===== src/rtl/wr_resp_pkg.sv =====
// Shared AXI B-channel types, response codes and width helper for the write-response demux.
package wr_resp_pkg;

  typedef logic [1:0] bresp_t;

  localparam bresp_t BrespOkay   = 2'b00;
  localparam bresp_t BrespExOkay = 2'b01;
  localparam bresp_t BrespSlvErr = 2'b10;
  localparam bresp_t BrespDecErr = 2'b11;

  // Select-field width for n masters; n >= 2 always yields at least 1.
  function automatic int unsigned clog2(input int unsigned n);
    int unsigned w;
    w = 0;
    while ((32'd1 << w) < n) w++;
    return w;
  endfunction

endpackage


===== src/rtl/axi_b_skid.sv =====
// Two-entry skid buffer: output register plus one skid register, upstream ready comes straight
// from a flop so the downstream ready never reaches the upstream ready combinationally.
module axi_b_skid #(
  parameter int unsigned DataW = 8
) (
  input  logic             aclk,
  input  logic             areset,
  input  logic             i_valid,
  output logic             o_ready,
  input  logic [DataW-1:0] i_data,
  output logic             o_valid,
  input  logic             i_ready,
  output logic [DataW-1:0] o_data
);

  logic             r_out_vld;
  logic [DataW-1:0] r_out_dat;
  logic             r_skid_vld;
  logic [DataW-1:0] r_skid_dat;
  logic             r_rdy;

  logic w_push;
  logic w_pop;
  logic w_out_free;
  logic w_out_load;
  logic w_skid_load;
  logic w_out_vld_d;
  logic w_skid_vld_d;

  assign w_push     = i_valid & r_rdy;
  assign w_pop      = r_out_vld & i_ready;
  assign w_out_free = ~r_out_vld | w_pop;

  // r_rdy tracks !r_skid_vld, so a push never coincides with a full skid register.
  always_comb begin
    w_out_load   = 1'b0;
    w_skid_load  = 1'b0;
    w_out_vld_d  = r_out_vld;
    w_skid_vld_d = r_skid_vld;
    if (w_out_free) begin
      if (r_skid_vld) begin
        w_out_load   = 1'b1;
        w_out_vld_d  = 1'b1;
        w_skid_vld_d = 1'b0;
      end else if (w_push) begin
        w_out_load  = 1'b1;
        w_out_vld_d = 1'b1;
      end else begin
        w_out_vld_d = 1'b0;
      end
    end else if (w_push) begin
      w_skid_load  = 1'b1;
      w_skid_vld_d = 1'b1;
    end
  end

  always_ff @(posedge aclk) begin
    if (areset) begin
      r_out_vld  <= 1'b0;
      r_skid_vld <= 1'b0;
      r_rdy      <= 1'b0;
    end else begin
      r_out_vld  <= w_out_vld_d;
      r_skid_vld <= w_skid_vld_d;
      r_rdy      <= ~w_skid_vld_d;
    end
  end

  always_ff @(posedge aclk) begin
    if (w_out_load) begin
      r_out_dat <= r_skid_vld ? r_skid_dat : i_data;
    end
    if (w_skid_load) begin
      r_skid_dat <= i_data;
    end
  end

  assign o_ready = r_rdy;
  assign o_valid = r_out_vld;
  assign o_data  = r_out_dat;

endmodule


===== src/rtl/wr_resp_demux_1ton.sv =====
// AXI B-channel 1-to-NUM_M demux routed by a select field in BID, with a registered skid stage
// and a saturating counter for responses whose select addresses no master.
module wr_resp_demux_1ton
  import wr_resp_pkg::*;
#(
  parameter int unsigned NUM_M   = 4,
  parameter int unsigned ID_W    = 4,
  parameter int unsigned SEL_LSB = 1
) (
  input  logic                  aclk,
  input  logic                  areset,
  input  logic [ID_W-1:0]       bid_s,
  input  logic [1:0]            bresp_s,
  input  logic                  bvalid_s,
  output logic                  bready_s,
  output logic [NUM_M*ID_W-1:0] bid_m,
  output logic [NUM_M*2-1:0]    bresp_m,
  output logic [NUM_M-1:0]      bvalid_m,
  input  logic [NUM_M-1:0]      bready_m,
  output logic [7:0]            drop_cnt,
  output logic                  err_sticky,
  input  logic                  err_clr
);

  localparam int unsigned SelW = clog2(NUM_M);

  typedef struct packed {
    logic [SelW-1:0] sel;
    logic [ID_W-1:0] id;
    bresp_t          resp;
  } beat_t;

  logic [SelW-1:0] w_sel;
  logic            w_sel_ok;
  logic            w_drop;
  logic            w_out_vld;
  logic            w_drain;
  logic [NUM_M-1:0] w_hit;
  beat_t           w_in;
  beat_t           w_out;

  logic [7:0] r_drop_cnt;
  logic       r_err;

  assign w_sel    = bid_s[SEL_LSB +: SelW];
  // Only reachable as invalid when NUM_M is not a power of two.
  assign w_sel_ok = ({1'b0, w_sel} < (SelW + 1)'(NUM_M));
  assign w_drop   = bvalid_s & bready_s & ~w_sel_ok;
  assign w_in     = '{sel: w_sel, id: bid_s, resp: bresp_s};

  axi_b_skid #(
    .DataW ($bits(beat_t))
  ) u_skid (
    .aclk    (aclk),
    .areset  (areset),
    .i_valid (bvalid_s & w_sel_ok),
    .o_ready (bready_s),
    .i_data  (w_in),
    .o_valid (w_out_vld),
    .i_ready (w_drain),
    .o_data  (w_out)
  );

  always_comb begin
    w_hit   = '0;
    bid_m   = '0;
    bresp_m = '0;
    w_drain = 1'b0;
    for (int unsigned k = 0; k < NUM_M; k++) begin
      w_hit[k]               = w_out_vld & (w_out.sel == SelW'(k));
      bid_m[k*ID_W +: ID_W]  = w_out.id;
      bresp_m[k*2 +: 2]      = w_out.resp;
      w_drain                = w_drain | (w_hit[k] & bready_m[k]);
    end
  end

  assign bvalid_m = w_hit;

  // A discard in the same cycle as err_clr wins over the clear.
  always_ff @(posedge aclk) begin
    if (areset) begin
      r_drop_cnt <= 8'd0;
      r_err      <= 1'b0;
    end else if (w_drop) begin
      r_err <= 1'b1;
      if (err_clr) begin
        r_drop_cnt <= 8'd1;
      end else if (r_drop_cnt != 8'hff) begin
        r_drop_cnt <= r_drop_cnt + 8'd1;
      end
    end else if (err_clr) begin
      r_drop_cnt <= 8'd0;
      r_err      <= 1'b0;
    end
  end

  assign drop_cnt   = r_drop_cnt;
  assign err_sticky = r_err;

endmodule

===== config.mk =====
export PLATFORM = sky130hd
export DESIGN_NAME = wr_resp_demux_1ton
export DESIGN_NICKNAME = d
export VERILOG_FILES = /design/src/rtl/wr_resp_pkg.sv /design/src/rtl/axi_b_skid.sv /design/src/rtl/wr_resp_demux_1ton.sv
export SDC_FILE = /design/constraint.sdc
export NUM_CORES = 1
export LEC_CHECK = 0
export BUFFER_PORTS_ARGS = -buffer_cell sky130_fd_sc_hd__buf_4
export CAP_MARGIN = 20
export CORE_ASPECT_RATIO = 0.7
export CORE_MARGIN = 8
export CORE_UTILIZATION = 35
export CTS_CLUSTER_SIZE = 14
export DETAILED_ROUTE_END_ITERATION = 8
export GPL_TIMING_DRIVEN = 0
export PLACE_DENSITY_LB_ADDON = 0.1
export SLEW_MARGIN = 20
export SYNTH_ARGS = -nofsm -noshare
export SYNTH_HDL_FRONTEND = slang
export SYNTH_HIERARCHICAL = 1
export SYNTH_SLANG_ARGS = --single-unit
export TNS_END_PERCENT = 5

===== constraint.sdc =====
create_clock -name aclk -period 3 [get_ports aclk]
set_input_delay 0.15 -clock aclk [delete_from_list [all_inputs] [get_ports aclk]]
set_output_delay 0.15 -clock aclk [all_outputs]
set_load 0.05 [all_outputs]

==> metrics.cfg <==
[critical_path]
r2r_slack_ns=1.15
criticalPathCategory=flip-flop to flip-flop
cp.arrival_ns=1.74
worstPathRequired_ns=2.89
critPathLaunchType=flip-flop
reg2reg_to=u_skid/o_data[2]$_DFFE_PP_
cp-end-kind=flip-flop
timing.rr.start=u_skid/o_data[7]$_DFFE_PP_
reg2regPathDepth=4
crit_fanout=8

[clocking]
postCtsHoldBufs=0
cts_setup_buffers=0
cts_max_level=1
cts_tree=done
ctsLongestPathBuffers=2
post_cts_resized=0
cts_root_buf=clkbuf_8
numClockSinks=19
clkSlewWorstSetupHoldPaths_ns=0.06
cts_buffers=3
clock_latency_ns=0.25

[placement]
place_ws_ns=1.13
gp_congestion=0.652
dp_hpwl_um=1560
io_buffers=41
dp_cells=159
placed_cell_area_mm2=0.00138

[grt]
grt_pass1_wl_um=2820
grt_max_degree=11
gr-total-overflow=0
grt_use_total_pct=7.87
grt_pass1_vias=588
antenna_found_initial=0

[cells_and_area]
antennaDiodeCount=0
finalInstanceArea_mm2=0.00142
fin_cells=163
drive_gt1_share_pct=64.6
area_delta_synth_final_pct=43.1
fin_nets=142
fin_util_pct=51.8

[timing]
worst_clock_skew_ns=0.000521
fmax_mhz=540
rsz0062_at_grt=false
fin_crit_sh_pct=61.8
fin_ws_ns=1.15
tightest_slew_ns=0.637
hold_viol_final=0
finalMaxSlewViolations=0
slew_headroom_pct=57.3
setup_viol=0
fin_tns_setup_ns=0
period_needed_ns=1.85

[floorplanning]
fp.dieH_um=60.6
die-area_mm2=0.00483
core-area_mm2=0.00274
start_util_pct=36.2
die_width_um=79.7
placementRows=16
io_pins=52

[yosys]
synthCells=74
synth-edff-count=16
yosys.area.top_type_share_pct=48.4
yosysWarnings=6
synth_cell_type_count=19
yosys-top-cells-area=edfxtp_1 (48%), buf_4 (20%), mux2_4 (12%)
synth_common_cells=buf_4 (27), edfxtp_1 (16), mux2_4 (8), nor2_1 (5), dfxtp_1 (3)
ys.flop_type=edfxtp_1
async_flop_share_pct=0
yosysMostFrequentCell=buf_4
synth_top_area_cell=edfxtp_1
synth_area_um2=993
synth_seq_area_share_pct=54.4
synth-seq-cells=19
avgSynthCellArea_um2=13.4

[drt]
firstDrtPassIters=3
post_drt_wl_per_cell_um=11.4
via_count=609
drc=0
initialDrtViolationCount=13
final_antenna_net_count=0
routed_via_density=3.74
routed_wl_um=1850

[power_and_ir_drop]
clockPowerShare_pct=25.0
seq_power_share_pct=45.7
internal-power_uw=466
vdd_ir_drop_max_mv=0.286
p_switching_uw=206
leakage_uw=0.000672
swShare_pct=30.7
powerDensity_mw_per_mm2=473
combPwrFrac_pct=29.3

[min_path]
hold_class=primary input to flip-flop
min_from=areset
min_delay_path_depth=2
hold_end=u_skid/o_valid$_SDFFE_PP0P_

[run]
maxCapViolCount=0

[run_status]
status=complete, no violations

-- routing by layer --
metal / up-vias / GRT usage [%] / wire length, um
li1: 323 / - / -
met1: 252 / 7.99 / 708
met4: 0 / 6.30 / 48
met5: - / 0 / 0
met2: 30 / 12.2 / 856
met3: 4 / 4.14 / 240
-- power groups by stage --
stage	Combinational, uW	Clock [uW]	Sequential [uW]
after global placement	197	0	313
after CTS	198	180	308
after floorplan	129	0	331
final	197	168	308
after global routing	207	193	309
after detailed placement	198	0	314
-- state kept, by name (all words and copies together) (netlist names) --
register           count
u_skid/o_valid         1
u_skid/r_skid_vld      1
u_skid/o_data          8
u_skid/r_skid_dat      8
u_skid/o_ready         1
-- how the worst max path moves through the flow --
stage	slack [ns]	from	endpoint
6_report	1.15	u_skid/o_data[7]$_DFFE_PP_	u_skid/o_data[2]$_DFFE_PP_
3_5_place_dp	1.13	u_skid/o_data[7]$_DFFE_PP_	u_skid/o_data[2]$_DFFE_PP_
2_1_floorplan	1.39	u_skid/o_data[7]$_DFFE_PP_	u_skid/o_data[0]$_DFFE_PP_
3_3_place_gp	1.11	u_skid/o_data[7]$_DFFE_PP_	u_skid/o_data[2]$_DFFE_PP_
5_1_grt	1.00	u_skid/o_data[7]$_DFFE_PP_	u_skid/o_data[0]$_DFFE_PP_
4_1_cts	1.11	u_skid/o_data[7]$_DFFE_PP_	u_skid/o_data[2]$_DFFE_PP_
-- logic make-up (layout without fill, tap and decap cells) --
logic type	Yosys count	after routing	share of synthesized area, %
DFF	19	19	54.4
buffers and inverters	29	74	21.9
AOI/OAI and AO/OA	4	4	3.78
muxes	10	10	14.1
and+or+nand+nor	11	11	5.42
other	1	9	0.377
-- cell type report --
type / instances / area [um2]
Fill cell: 242 / 1320
Sequential cell: 19 / 541
Timing Repair Buffer: 41 / 308
Multi-Input combinational cell: 34 / 265
Buffer: 28 / 214
Clock buffer: 4 / 45.0
Tap cell: 36 / 45.0
Inverter: 1 / 3.75
-- metrics by stage --
step	total power, uW	hold WS [ns]
floorplan	460	0.219
global placement	509	0.321
detailed placement	511	0.333
CTS	686	0.0563
global route	709	0.0599
finish	672	0.0678
-- worst max-delay path, stage by stage, from the launching register on --
cell      delay [ns]
edfxtp_1        0.39
or2b_1          0.26
o22ai_1         0.23
nor2b_1         0.09
nor2_1          0.51
-- cells in the final DEF (no fill, tap or decap) --
| cell | count |
|---|---|
| a21oi_1 | 1 |
| a21oi_4 | 1 |
| and3_1 | 1 |
| buf_4 | 68 |
| buf_6 | 1 |
| clkbuf_1 | 1 |
| clkbuf_8 | 3 |
| conb_1 | 9 |
| dfxtp_1 | 3 |
| edfxtp_1 | 16 |
| inv_1 | 1 |
| mux2_4 | 8 |
| mux2i_1 | 2 |
| nand2_1 | 1 |
| nand2b_1 | 1 |
| nor2_1 | 5 |
| nor2b_1 | 1 |
| nor3_1 | 1 |
| o21ba_2 | 1 |
| o22ai_1 | 1 |
| or2b_1 | 1 |
No activity file was read; power rests on OpenSTA's default activity.
